==> src/rtl/uart_tx_ctrl_if.sv <==
// Signal bundle between the UART TX controller, its FIFO, the baud generator and the status logic.
// The controller uses the slave view; whatever drives config and FIFO data uses the master view.
interface uart_tx_ctrl_if;
   logic       baud_tick;
   logic       tx_en;
   logic [1:0] data_len;
   logic       parity_en;
   logic       parity_odd;
   logic       stop2;
   logic       break_req;
   logic       fifo_empty;
   logic [7:0] fifo_dout;
   logic       fifo_pop;
   logic       txd;
   logic       busy;
   logic       tx_done;

   modport master (
      output baud_tick, tx_en, data_len, parity_en, parity_odd, stop2, break_req,
             fifo_empty, fifo_dout,
      input  fifo_pop, txd, busy, tx_done
   );

   modport slave (
      input  baud_tick, tx_en, data_len, parity_en, parity_odd, stop2, break_req,
             fifo_empty, fifo_dout,
      output fifo_pop, txd, busy, tx_done
   );
endinterface

==> src/rtl/uart_tx_ctrl.sv <==
// UART transmit controller: pops one byte per frame from the TX FIFO and serializes it as
// start, 5-8 data bits LSB first, optional parity and 1-2 stop bits; also drives line break.
module uart_tx_ctrl #(
   parameter int OVERSAMPLE = 16
) (
   input logic           clk,
   input logic           rst,
   uart_tx_ctrl_if.slave bus_io
);

   typedef enum logic [2:0] {IDLE, BREAK, POP, LOAD, START, DATA, PARITY, STOP} state_e;

   localparam int CW = (OVERSAMPLE > 1) ? $clog2(OVERSAMPLE) : 1;
   localparam logic [CW-1:0] TICK_LAST = CW'(OVERSAMPLE - 1);

   state_e        state_q, state_d;
   logic [CW-1:0] tick_q, tick_d;
   logic [2:0]    bit_q, bit_d;
   logic [7:0]    shift_q, shift_d;
   logic [1:0]    len_q, len_d;
   logic          par_en_q, par_en_d;
   logic          par_q, par_d;
   logic          stop2_q, stop2_d;
   logic          stop_cnt_q, stop_cnt_d;
   logic          txd_q, txd_d;
   logic          pop_q, pop_d;
   logic          busy_q, busy_d;
   logic          done_q, done_d;
   logic          inBit;
   logic          bitEnd;
   logic [7:0]    dataMask;

   // State and output registers; reset drops the frame in flight and parks the line high.
   always_ff @(posedge clk or posedge rst) begin
      if (rst) begin
         state_q    <= IDLE;
         tick_q     <= '0;
         bit_q      <= '0;
         shift_q    <= '0;
         len_q      <= '0;
         par_en_q   <= 1'b0;
         par_q      <= 1'b0;
         stop2_q    <= 1'b0;
         stop_cnt_q <= 1'b0;
         txd_q      <= 1'b1;
         pop_q      <= 1'b0;
         busy_q     <= 1'b0;
         done_q     <= 1'b0;
      end else begin
         state_q    <= state_d;
         tick_q     <= tick_d;
         bit_q      <= bit_d;
         shift_q    <= shift_d;
         len_q      <= len_d;
         par_en_q   <= par_en_d;
         par_q      <= par_d;
         stop2_q    <= stop2_d;
         stop_cnt_q <= stop_cnt_d;
         txd_q      <= txd_d;
         pop_q      <= pop_d;
         busy_q     <= busy_d;
         done_q     <= done_d;
      end
   end

   // Next-state logic. Outputs are computed from the next state so they line up with it once registered.
   always_comb begin
      state_d    = state_q;
      tick_d     = tick_q;
      bit_d      = bit_q;
      shift_d    = shift_q;
      len_d      = len_q;
      par_en_d   = par_en_q;
      par_d      = par_q;
      stop2_d    = stop2_q;
      stop_cnt_d = stop_cnt_q;
      dataMask   = 8'hFF >> (2'd3 - bus_io.data_len);
      inBit      = (state_q == START) || (state_q == DATA) || (state_q == PARITY) || (state_q == STOP);
      bitEnd     = inBit && bus_io.baud_tick && (tick_q == TICK_LAST);

      // Every bit transition happens on bitEnd, which also clears the counter, so each bit starts from zero.
      if (!inBit) begin
         tick_d = '0;
      end else if (bus_io.baud_tick) begin
         tick_d = bitEnd ? '0 : tick_q + CW'(1);
      end

      case (state_q)
         IDLE: begin
            if (bus_io.break_req) begin
               state_d = BREAK;
            end else if (bus_io.tx_en && !bus_io.fifo_empty) begin
               state_d = POP;
            end
         end
         BREAK: begin
            if (!bus_io.break_req) begin
               state_d = IDLE;
            end
         end
         POP: state_d = LOAD;
         LOAD: begin
            shift_d    = bus_io.fifo_dout;
            len_d      = bus_io.data_len;
            par_en_d   = bus_io.parity_en;
            stop2_d    = bus_io.stop2;
            par_d      = (^(bus_io.fifo_dout & dataMask)) ^ bus_io.parity_odd;
            bit_d      = '0;
            stop_cnt_d = 1'b0;
            state_d    = START;
         end
         START: begin
            if (bitEnd) begin
               state_d = DATA;
            end
         end
         DATA: begin
            // Index of the last data bit is 4 + len, i.e. {1, len}.
            if (bitEnd) begin
               shift_d = shift_q >> 1;
               bit_d   = bit_q + 3'd1;
               if (bit_q == {1'b1, len_q}) begin
                  state_d = par_en_q ? PARITY : STOP;
               end
            end
         end
         PARITY: begin
            if (bitEnd) begin
               state_d = STOP;
            end
         end
         STOP: begin
            if (bitEnd) begin
               if (stop2_q && !stop_cnt_q) begin
                  stop_cnt_d = 1'b1;
               end else begin
                  state_d = IDLE;
               end
            end
         end
         default: state_d = IDLE;
      endcase

      pop_d  = (state_d == POP);
      busy_d = (state_d == POP) || (state_d == LOAD) || (state_d == START) ||
               (state_d == DATA) || (state_d == PARITY) || (state_d == STOP);
      done_d = (state_q == STOP) && (state_d == IDLE);
      case (state_d)
         BREAK:   txd_d = 1'b0;
         START:   txd_d = 1'b0;
         DATA:    txd_d = shift_d[0];
         PARITY:  txd_d = par_d;
         default: txd_d = 1'b1;
      endcase
   end

   assign bus_io.fifo_pop = pop_q;
   assign bus_io.txd      = txd_q;
   assign bus_io.busy     = busy_q;
   assign bus_io.tx_done  = done_q;

endmodule

==> src/flat_wrapper.sv <==
// flat-port wrapper written by rule: the top's interface ports become plain ports
module uart_tx_ctrl_flat 
#(
   parameter int OVERSAMPLE = 16
)
  (clk, rst, bus_io_baud_tick, bus_io_tx_en, bus_io_data_len, bus_io_parity_en, bus_io_parity_odd, bus_io_stop2, bus_io_break_req, bus_io_fifo_empty, bus_io_fifo_dout, bus_io_fifo_pop, bus_io_txd, bus_io_busy, bus_io_tx_done);
  uart_tx_ctrl_if bus_io_i ();
  input logic clk;
  input logic rst;
  input wire logic [$bits(bus_io_i.baud_tick)-1:0] bus_io_baud_tick;
  input wire logic [$bits(bus_io_i.tx_en)-1:0] bus_io_tx_en;
  input wire logic [$bits(bus_io_i.data_len)-1:0] bus_io_data_len;
  input wire logic [$bits(bus_io_i.parity_en)-1:0] bus_io_parity_en;
  input wire logic [$bits(bus_io_i.parity_odd)-1:0] bus_io_parity_odd;
  input wire logic [$bits(bus_io_i.stop2)-1:0] bus_io_stop2;
  input wire logic [$bits(bus_io_i.break_req)-1:0] bus_io_break_req;
  input wire logic [$bits(bus_io_i.fifo_empty)-1:0] bus_io_fifo_empty;
  input wire logic [$bits(bus_io_i.fifo_dout)-1:0] bus_io_fifo_dout;
  output wire logic [$bits(bus_io_i.fifo_pop)-1:0] bus_io_fifo_pop;
  output wire logic [$bits(bus_io_i.txd)-1:0] bus_io_txd;
  output wire logic [$bits(bus_io_i.busy)-1:0] bus_io_busy;
  output wire logic [$bits(bus_io_i.tx_done)-1:0] bus_io_tx_done;
  assign bus_io_i.baud_tick = bus_io_baud_tick;
  assign bus_io_i.tx_en = bus_io_tx_en;
  assign bus_io_i.data_len = bus_io_data_len;
  assign bus_io_i.parity_en = bus_io_parity_en;
  assign bus_io_i.parity_odd = bus_io_parity_odd;
  assign bus_io_i.stop2 = bus_io_stop2;
  assign bus_io_i.break_req = bus_io_break_req;
  assign bus_io_i.fifo_empty = bus_io_fifo_empty;
  assign bus_io_i.fifo_dout = bus_io_fifo_dout;
  assign bus_io_fifo_pop = bus_io_i.fifo_pop;
  assign bus_io_txd = bus_io_i.txd;
  assign bus_io_busy = bus_io_i.busy;
  assign bus_io_tx_done = bus_io_i.tx_done;
  uart_tx_ctrl #(.OVERSAMPLE(OVERSAMPLE)) u_core (.clk(clk), .rst(rst), .bus_io(bus_io_i));
endmodule
==> config.mk <==
export PLATFORM = sky130hd
export DESIGN_NAME = uart_tx_ctrl_flat
export DESIGN_NICKNAME = d
export VERILOG_FILES = /design/src/rtl/uart_tx_ctrl_if.sv /design/src/rtl/uart_tx_ctrl.sv /design/src/flat_wrapper.sv
export SDC_FILE = /design/constraint.sdc
export NUM_CORES = 1
export LEC_CHECK = 0
export ABC_AREA = 1
export CORE_MARGIN = 3
export CORE_UTILIZATION = 53
export DETAILED_ROUTE_END_ITERATION = 6
export GPL_TIMING_DRIVEN = 0
export MAX_ROUTING_LAYER = met4
export PLACE_DENSITY = 0.75
export SLEW_MARGIN = 10
export SYNTH_ARGS = -nofsm -noshare
export SYNTH_HDL_FRONTEND = slang
export SYNTH_SLANG_ARGS = --single-unit
export TNS_END_PERCENT = 1
==> constraint.sdc <==
create_clock -name clk -period 2.15 [get_ports clk]
set_input_delay 0.43 -clock clk [delete_from_list [all_inputs] [get_ports clk]]
set_output_delay 0.43 -clock clk [all_outputs]
set_load 0.02 [all_outputs]
==> results of run 1 <==
==> final timing paths <==
check | depth (start not counted) | to | slack, ns
max | 1 | bus_io_txd | 0.28
min | 2 | u_core.par_en_q | 0.49
max reg2reg | 10 | u_core.bus_io.txd | 0.33
min reg2reg | 2 | u_core.par_en_q | 0.49
max in group asynchronous | 2 | u_core.state_q[0] | 0.87
min in group asynchronous | 2 | u_core.bit_q[1] | 0.64
==> sequential cells by signal (all words and copies together) (netlist names) <==
| register | cells |
|---|---|
| u_core.bus_io.busy | 1 |
| u_core.bus_io.fifo_pop | 1 |
| u_core.bit_q | 3 |
| u_core.bus_io.tx_done | 1 |
| u_core.state_q | 3 |
| u_core.bus_io.txd | 1 |
| u_core.par_en_q | 1 |
| u_core.stop2_q | 1 |
| u_core.tick_q | 4 |
| u_core.stop_cnt_q | 1 |
| u_core.par_q | 1 |
| u_core.shift_q | 8 |
| u_core.len_q | 2 |
==> stage by stage <==
step | setup slack [ns] | util (%) | cells | hold WS [ns] | power (W)
2_1_floorplan | 0.585 | - | 195 | 0.443 | 0.00141
3_5_place_dp | 0.102 | 68.3 | 247 | 0.459 | 0.00162
3_3_place_gp | 0.148 | 68.3 | 247 | 0.459 | 0.00158
4_1_cts | 0.267 | 69.3 | 251 | 0.495 | 0.00184
6_report | 0.280 | 69.3 | 251 | 0.494 | 0.00183
5_1_grt | 0.132 | 69.3 | 251 | 0.548 | 0.00199
==> power by group <==
part / switching, W / internal (W) / leakage, nW
Sequential: 0.000128 / 0.000738 / 0.343
Combinational: 0.000453 / 0.000290 / 0.580
Clock: 0.000151 / 0.0000726 / 0.0150
Total: 0.000732 / 0.00110 / 0.938
==> routing by layer <==
layer	up-vias	routed length, µm
met4	0	28
met2	36	1450
met1	605	1360
li1	674	-
met5	-	0
met3	7	182
==> final cells by class <==
type                       count  area, µm²
sequential                    28        702
fill                         219        801
multi-input combinational    133        696
inverter                      33        126
timing repair buffer          22        220
clock buffer                   4       26.3
buffer                         1       3.75
tap                           30       37.5
==> Yosys cell counts (all sizes together) <==
cell,instances,area share (%)
nand2,65,18
o21ai,9,2.9
nor3,1,0.33
dfstp,1,1.7
o211ai,3,1.5
o221ai,4,2.3
nand3,23,8.2
o32ai,1,0.57
dfrtp,27,44
xnor2,1,0.57
xor2,2,1.1
a21oi,5,1.9
inv,33,8.3
clkbuf,1,0.25
nor2,14,5.2
nand4,2,0.82
or2,1,0.41
ha,2,1.6
==> cells by family after synthesis <==
logic type	share of synthesized area, %
simple gates	33.0
buf+inv	8.52
flops	45.9
compound gates	9.17
xor+xnor	1.72
fa+ha+maj	1.64
==> tightest hold or removal path, stage by stage, from the launching register on <==
cell,delay [ns]
sky130_fd_sc_hd__dfrtp_1,0.38
sky130_fd_sc_hd__nand2_1,0.05
sky130_fd_sc_hd__nand2_1,0.05
==> cells in the final DEF, fill, tap and decap left out <==
master                            count
sky130_fd_sc_hd__nand2_1             60
sky130_fd_sc_hd__inv_1               29
sky130_fd_sc_hd__dfrtp_1             27
sky130_fd_sc_hd__clkdlybuf4s50_1     22
sky130_fd_sc_hd__nand3_1             21
sky130_fd_sc_hd__o21ai_0              9
sky130_fd_sc_hd__nor2_1               9
sky130_fd_sc_hd__nor2_2               4
sky130_fd_sc_hd__nand2_4              4
sky130_fd_sc_hd__a21oi_1              4
sky130_fd_sc_hd__o221ai_1             4
sky130_fd_sc_hd__inv_2                3
sky130_fd_sc_hd__o211ai_1             3
sky130_fd_sc_hd__clkbuf_4             3
sky130_fd_sc_hd__clkbuf_1             2
sky130_fd_sc_hd__nand3_2              2
sky130_fd_sc_hd__nand4_1              2
sky130_fd_sc_hd__xor2_1               2
sky130_fd_sc_hd__ha_1                 2
sky130_fd_sc_hd__inv_4                1
sky130_fd_sc_hd__nor2_8               1
sky130_fd_sc_hd__or2_2                1
sky130_fd_sc_hd__nor3_1               1
sky130_fd_sc_hd__nand2_2              1
sky130_fd_sc_hd__a21oi_2              1
sky130_fd_sc_hd__xnor2_1              1
sky130_fd_sc_hd__o32ai_1              1
sky130_fd_sc_hd__dfstp_2              1
==> Flow_metrics.wiki, run 1 <==
{| class="wikitable"
! Metric !! Value
|-
| Run status || finished clean
|-
| Detailed-route DRC error count || 0
|-
| Routed len/inst || 12.0 µm
|-
| Share of the cycle needed by the critical path after routing || 87.0%
|-
| Starting DRC count in detailed routing || 48
|-
| CTS Root Buffer Type || sky130_fd_sc_hd__clkbuf_4
|-
| Number of gates resized after cts || 0
|-
| Number of maximum-capacitance violations || 0
|-
| Antenna-violating nets left || 0
|-
| Netlist cell types || 26
|-
| Register bit count reported by yosys || 28
|-
| Static Leak || 0.938 nW
|-
| Grt met3 use || 3.67%
|-
| Type of the setup path with the least slack || reg2out
|-
| Max Freq || 535 MHz
|-
| CP Launch Type || flop
|-
| Cell-by-cell listing of the critical path || clkdlybuf4s50_1
|-
| Peak-usage layer in the global routing report || met2
|-
| Setup TNS after final layout || 0 ns
|-
| Cell with the largest stage delay on the worst path || sky130_fd_sc_hd__clkdlybuf4s50_1
|-
| Clock tree from TritonCTS || yes
|-
| Buffers from clock root to sink, at most || 2
|-
| Setup repair after global routing missed its margin || no
|-
| Critical path capture point type || output port
|-
| DR vias || 1322
|-
| Number of detailed-routing iterations run before antenna repair || 4
|-
| Met2 GRT Util || 35.2%
|-
| Post-DP HPWL || 2.38 mm
|-
| Number of top-level pins || 23
|-
| Total placed instance area || 1790 µm²
|-
| Number of post-CTS setup repair buffers || 0
|-
| Global router's overall resource usage || 19.9%
|-
| Die Area || 3560 µm²
|-
| Tightest Pin Transition || 1.05 ns
|-
| Number of H-tree levels || 1
|-
| Gate Count Post-Synth || 195
|-
| Mean instance size in the synthesized netlist || 7.83 µm²
|-
| Total non-filler cell area in the finished layout || 1810 µm²
|-
| Average vias per placed instance || 5.27
|-
| Detailed Route WL || 3.02 mm
|-
| Pwr/cell area || 1010 nW/µm²
|-
| Final layout net count || 243
|-
| Number of global-route vias before repair || 1338
|-
| Count of buffers inserted at the top-level ports || 22
|-
| Global routing met1 resource utilization || 22.9%
|-
| Die X-Extent || 59.7 µm
|-
| Number of hold-slack violations in the final timing report || 0
|-
| Critical path data required time || 1.72 ns
|-
| Initial core utilization || 58.5%
|-
| Maximum number of pins on one net before global-route repair || 29
|-
| Net count after synthesis || 216
|-
| Largest delay contributor family on the critical path || buffers and inverters
|-
| Area growth, synth to finish || 18.6%
|-
| Rel. slew slack || 29.8%
|-
| Setup crit start || u_core.bus_io.txd
|-
| Final RePlAce weighted congestion || 0.758
|-
| Worst reg2reg path startpoint || u_core.tick_q[0]
|-
| Clock transition at path regs || 0.15 ns
|-
| Final Slew Violations || 0
|-
| Wire length of the first global-routing pass || 5.39 mm
|-
| Kind of path behind the tightest hold check || reg2reg
|-
| Arrival time worst endpoint || 1.44 ns
|-
| Std-Cell Core Area || 2610 µm²
|-
| CTS Sinks || 28
|-
| Setup violations, final || 0
|-
| Seq/Total Area, Yosys || 45.9%
|-
| Antenna violations before repair || 0
|-
| Die Ht || 59.7 µm
|-
| Stage delay of the slowest cell on the critical path || 0.59 ns
|-
| Post-synthesis cell area || 1530 µm²
|-
| Layout cells sized above 1 || 9.95%
|-
| Peak supply drop || 705 µV
|-
| Clock insertion delay at the later pin of the skew report || 0.33 ns
|-
| Worst min-delay path startpoint || u_core.par_en_q
|-
| Synth warnings || 0
|-
| Std cell rows || 18
|-
| Sum of buffers and inverters on the critical path || 1
|-
| Worst Skew || 0.0139 ns
|-
| Time the worst path needs with I/O delays and setup || 1.87 ns
|-
| Diodes inserted || 0
|-
| Total congestion overflow || 0
|-
| Number of buffers created by CTS || 3
|-
| Largest driver fanout on the critical path || 1
|-
| Number of buffers added to fix hold violations after cts || 0
|}
No activity file was read; power rests on OpenSTA's default activity.
==> inputs of run 2 (changes only) <==
Settings changed: HOLD_SLACK_MARGIN from default to 0.1.
==> results of run 2 <==
Same layout as run 1: the final DEF is identical, and so are final timing and power.
==> inputs of run 3 (changes only) <==
Settings changed: ABC_AREA 1 to default, CORE_UTILIZATION 53 to 48, PLACE_DENSITY 0.75 to 0.72, REMOVE_ABC_BUFFERS from default to 1.
Clock period 2.15 ns to 1.55 ns, I/O delays scaled along.
==> run 3 against run 2 <==
Effect of this change: the run now ends with setup timing left; sequential share of layout area shrank 0.61 points; clock-buffer cell count is the same; area after synthesis shrank 2.4%; via count shrank 11%; clock skew grew 0.0030 ns; critical endpoint is now u_core.bus_io.busy; largest cell class is now multi-input combinational cells.
==> Flow_metrics.wiki, run 3 <==
{| class="wikitable"
! Metric !! Value
|-
| Buffers from clock root to sink, at most || 2 (unchanged)
|-
| Clock transition at path regs || 0.15 ns (about the same)
|-
| Filler instances || 236 (was 219)
|-
| Leading cell type by number of instances after synthesis || sky130_fd_sc_hd__dfrtp_1 (was sky130_fd_sc_hd__nand2_1)
|-
| Sw frac || 35.8% (was 39.9%)
|-
| Most used DFF post-synth || sky130_fd_sc_hd__dfrtp_1 (unchanged)
|-
| Biggest registers after layout || u_core.shift_q x8, u_core.tick_q x4 (unchanged)
|-
| CP Launch Type || flop (unchanged)
|-
| Kind of path behind the tightest hold check || in2async (was reg2reg)
|-
| DR vias || 1179 (was 1322)
|-
| Type of the setup path with the least slack || reg2reg (was reg2out)
|-
| Peak supply drop || 741 µV (was 705 µV)
|-
| Number of buffers created by CTS || 3 (unchanged)
|-
| Std cell rows || 19 (was 18)
|-
| Post-synth top area share || 45.3% (was 44.2%)
|-
| Tightest Pin Transition || 1.00 ns (was 1.05 ns)
|-
| CTS Sinks || 28 (unchanged)
|-
| Final Slew Violations || 0 (unchanged)
|-
| Pwr/cell area || 1370 nW/µm² (was 1010 nW/µm²)
|-
| Failing checks || setup timing
|-
| Number of hold-slack violations in the final timing report || 0 (unchanged)
|-
| Routed len/inst || 14.9 µm (was 12.0 µm)
|-
| Largest driver fanout on the critical path || 6 (was 1)
|-
| Setup slack of the critical path after layout || -0.179 ns (was 0.280 ns)
|-
| Most flops, register || u_core.shift_q (unchanged)
|-
| Worst Skew || 0.0169 ns (was 0.0139 ns)
|-
| Post-Layout Cell Count || 204 (was 251)
|-
| Die Ht || 61.7 µm (was 59.7 µm)
|-
| Post-synthesis cell area || 1490 µm² (was 1530 µm²)
|-
| Synth warnings || 0 (unchanged)
|-
| Static Leak || 0.808 nW (was 0.938 nW)
|-
| Most common cell after layout, fill and taps aside || sky130_fd_sc_hd__nand2_1 (unchanged)
|-
| Register bit count reported by yosys || 28 (unchanged)
|-
| Number of maximum-capacitance violations || 0 (unchanged)
|-
| Final core area utilization || 64.9% (was 69.3%)
|-
| Area growth, synth to finish || 24.1% (was 18.6%)
|-
| Count of buffers inserted at the top-level ports || 22 (unchanged)
|-
| Share of synthesized flip-flops with an asynchronous set or reset || 100% (unchanged)
|-
| Die X-Extent || 61.7 µm (was 59.7 µm)
|-
| CTS Root Buffer Type || sky130_fd_sc_hd__clkbuf_4 (unchanged)
|-
| Highest-count cells in the layout ignoring fill and taps || sky130_fd_sc_hd__nand2_1, sky130_fd_sc_hd__dfrtp_1, sky130_fd_sc_hd__clkdlybuf4s50_1, sky130_fd_sc_hd__xnor2_1, sky130_fd_sc_hd__buf_4 (was sky130_fd_sc_hd__nand2_1, sky130_fd_sc_hd__inv_1, sky130_fd_sc_hd__dfrtp_1, sky130_fd_sc_hd__clkdlybuf4s50_1, sky130_fd_sc_hd__nand3_1)
|-
| Initial core utilization || 52.3% (was 58.5%)
|-
| # placed instances || 189 (was 247)
|-
| Number of buffers added to fix hold violations after cts || 0 (unchanged)
|-
| Layout cells sized above 1 || 20.2% (was 9.95%)
|-
| Diodes inserted || 0 (unchanged)
|-
| Cell Int Power || 0.00162 W (was 0.00110 W)
|-
| Portion of total power attributed to the clock network || 11.9% (was 12.2%)
|-
| Largest area contributor in the netlist || sky130_fd_sc_hd__dfrtp_1 (unchanged)
|-
| Global router's overall resource usage || 17.9% (was 19.9%)
|-
| Clock insertion delay at the later pin of the skew report || 0.32 ns (was 0.33 ns)
|-
| Final RePlAce weighted congestion || 0.778 (was 0.758)
|-
| Run status || finished with violations (was finished clean)
|-
| Stage delay of the slowest cell on the critical path || 0.44 ns (was 0.59 ns)
|-
| Netlist cell types || 44 (was 26)
|-
| Number of detailed-routing iterations run before antenna repair || 5 (was 4)
|-
| Cell with the largest stage delay on the worst path || sky130_fd_sc_hd__dfrtp_1 (was sky130_fd_sc_hd__clkdlybuf4s50_1)
|-
| Die Area || 3810 µm² (was 3560 µm²)
|-
| Cell-by-cell listing of the critical path || ha_4 -> and4_4 -> and2_4 -> nand4b_1 -> a21o_1 -> or2_4 (was clkdlybuf4s50_1)
|-
| Clock tree from TritonCTS || yes (unchanged)
|-
| Setup repair after global routing missed its margin || yes (was no)
|-
| Seq/Total Area, Yosys || 47.1% (was 45.9%)
|-
| Std-Cell Core Area || 2850 µm² (was 2610 µm²)
|-
| Net switching power figure || 0.000905 W (was 0.000732 W)
|-
| Gate Count Post-Synth || 145 (was 195)
|-
| Largest cells by area after synthesis || sky130_fd_sc_hd__dfrtp_1, sky130_fd_sc_hd__xnor2_1, sky130_fd_sc_hd__nand2_1, sky130_fd_sc_hd__o21ai_0, sky130_fd_sc_hd__a22oi_1 (was sky130_fd_sc_hd__dfrtp_1, sky130_fd_sc_hd__nand2_1, sky130_fd_sc_hd__inv_1, sky130_fd_sc_hd__nand3_1, sky130_fd_sc_hd__o21ai_0)
|-
| Total non-filler cell area in the finished layout || 1850 µm² (was 1810 µm²)
|-
| Number of H-tree levels || 1 (unchanged)
|-
| Worst R2R Setup Slack || -0.18 ns (was 0.33 ns)
|-
| Setup violations, final || 4 (was 0)
|-
| Starting DRC count in detailed routing || 45 (was 48)
|-
| Antenna-violating nets left || 0 (unchanged)
|-
| Maximum number of pins on one net before global-route repair || 29 (unchanged)
|-
| Max Freq || 578 MHz
|-
| Critical path data required time || 1.78 ns (was 1.72 ns)
|-
| Critical path capture point type || flop (was output port)
|-
| Post-DP HPWL || 2.06 mm (was 2.38 mm)
|-
| Number of global-route vias before repair || 1063 (was 1338)
|-
| Max reg flops || 8 (unchanged)
|-
| Wire length of the first global-routing pass || 4.94 mm (was 5.39 mm)
|-
| Arrival time worst endpoint || 1.96 ns (was 1.44 ns)
|-
| Antenna violations before repair || 0 (unchanged)
|-
| Average vias per placed instance || 5.78 (was 5.27)
|-
| Top post-synthesis cells by count || sky130_fd_sc_hd__dfrtp_1, sky130_fd_sc_hd__nand2_1, sky130_fd_sc_hd__xnor2_1 (was sky130_fd_sc_hd__nand2_1, sky130_fd_sc_hd__inv_1, sky130_fd_sc_hd__dfrtp_1)
|-
| Fraction of power consumed by combinational cells || 37.5% (was 40.5%)
|-
| Part of the power in registers || 50.7% (was 47.3%)
|-
| Power after layout || 0.00253 W (was 0.00183 W)
|-
| Mean instance size in the synthesized netlist || 10.3 µm² (was 7.83 µm²)
|-
| Total congestion overflow || 0 (unchanged)
|-
| Detailed-route DRC error count || 0 (unchanged)
|-
| Time the worst path needs with I/O delays and setup || 1.73 ns
|-
| Number of top-level pins || 23 (unchanged)
|-
| Post-synth EDFFs || 0 (unchanged)
|-
| Final layout net count || 195 (was 243)
|-
| Share of the cycle needed by the critical path after routing || 112%
|-
| Total placed instance area || 1680 µm² (was 1790 µm²)
|-
| Detailed Route WL || 3.03 mm (was 3.02 mm)
|-
| Rel. slew slack || 33.1% (was 29.8%)
|}
==> run 3: changes by cell type after synthesis, sizes merged, moves of 5 or more <==
cell	change
nand2	-40
and2	+5
inv	-29
a22oi	+6
nor2	-11
nand3	-19
xnor2	+10
==> run 3: layer usage <==
metal | GRT usage [%] | vias up | wire, µm
met4 | 4.85 | 0 | 32
met2 | 27.8 | 30 | 1450
met5 | - | - | 0
li1 | - | 571 | -
met1 | 24.4 | 572 | 1420
met3 | 2.69 | 6 | 125
==> run 3: repair_timing <==
action | CTS | global route
pin swaps | 3 | 5
gates cloned | 0 | 0
setup endpoints to repair | 26 | 9
buffers inserted | 6 | 5
gates resized for setup | 15 | 12
==> run 3: worst max-delay path, delay by kind of cell, from the launching register on <==
kind,cells,cell delay (ns)
AOI/OAI and AO/OA,1,0.23
adders and majority gates,1,0.18
and+or+nand+nor,4,0.80
DFF,1,0.44
==> run 3: logic make-up after synthesis <==
family / after synthesis / share of synthesized area (%)
simple gates: 53 / 19.0
compound gates: 32 / 15.8
flops: 28 / 47.1
buf+inv: 13 / 5.70
xor+xnor: 11 / 6.46
mux: 6 / 4.36
fa+ha+maj: 2 / 1.68
==> run 3: area by class of cell <==
| class | count | area [µm²] | share of cell area, % |
|---|---|---|---|
| Multi-Input combinational cell | 104 | 758 | 41.0 |
| Timing Repair Buffer | 33 | 307 | 16.6 |
| Clock buffer | 4 | 26.3 | 1.42 |
| Sequential cell | 28 | 706 | 38.1 |
| Tap cell | 31 | 38.8 | 2.10 |
| Inverter | 4 | 15.0 | 0.811 |
==> run 3: power groups by stage <==
stage	clock (W)	combinational, W	sequential [W]
finish	0.000300	0.000947	0.00128
global route	0.000338	0.00106	0.00132
CTS	0.000311	0.000875	0.00127
detailed placement	0	0.000764	0.00129
global placement	0	0.000733	0.00127
floorplan	0	0.000525	0.00124
==> run 3: final timing paths <==
check / to / from / cells after the start
worst max register to register: u_core.bus_io.busy / u_core.tick_q[1] / 6
max in group asynchronous: u_core.state_q[0] / rst / 2
min in group clk: u_core.shift_q[2] / u_core.shift_q[2] / 2
worst max-delay path: u_core.bus_io.busy / u_core.tick_q[1] / 6
worst min register to register: u_core.shift_q[2] / u_core.shift_q[2] / 2
worst min-delay path: u_core.shift_q[0] / rst / 2
==> run 3: metrics by stage <==
stage / hold WS, ns / setup slack (ns) / setup TNS (ns)
after floorplan: 0.359 / -0.290 / -0.731
after global placement: 0.459 / -0.662 / -7.58
after detailed placement: 0.469 / -0.704 / -8.24
after CTS: 0.504 / -0.169 / -0.400
after global routing: 0.527 / -0.262 / -0.843
final: 0.499 / -0.179 / -0.507
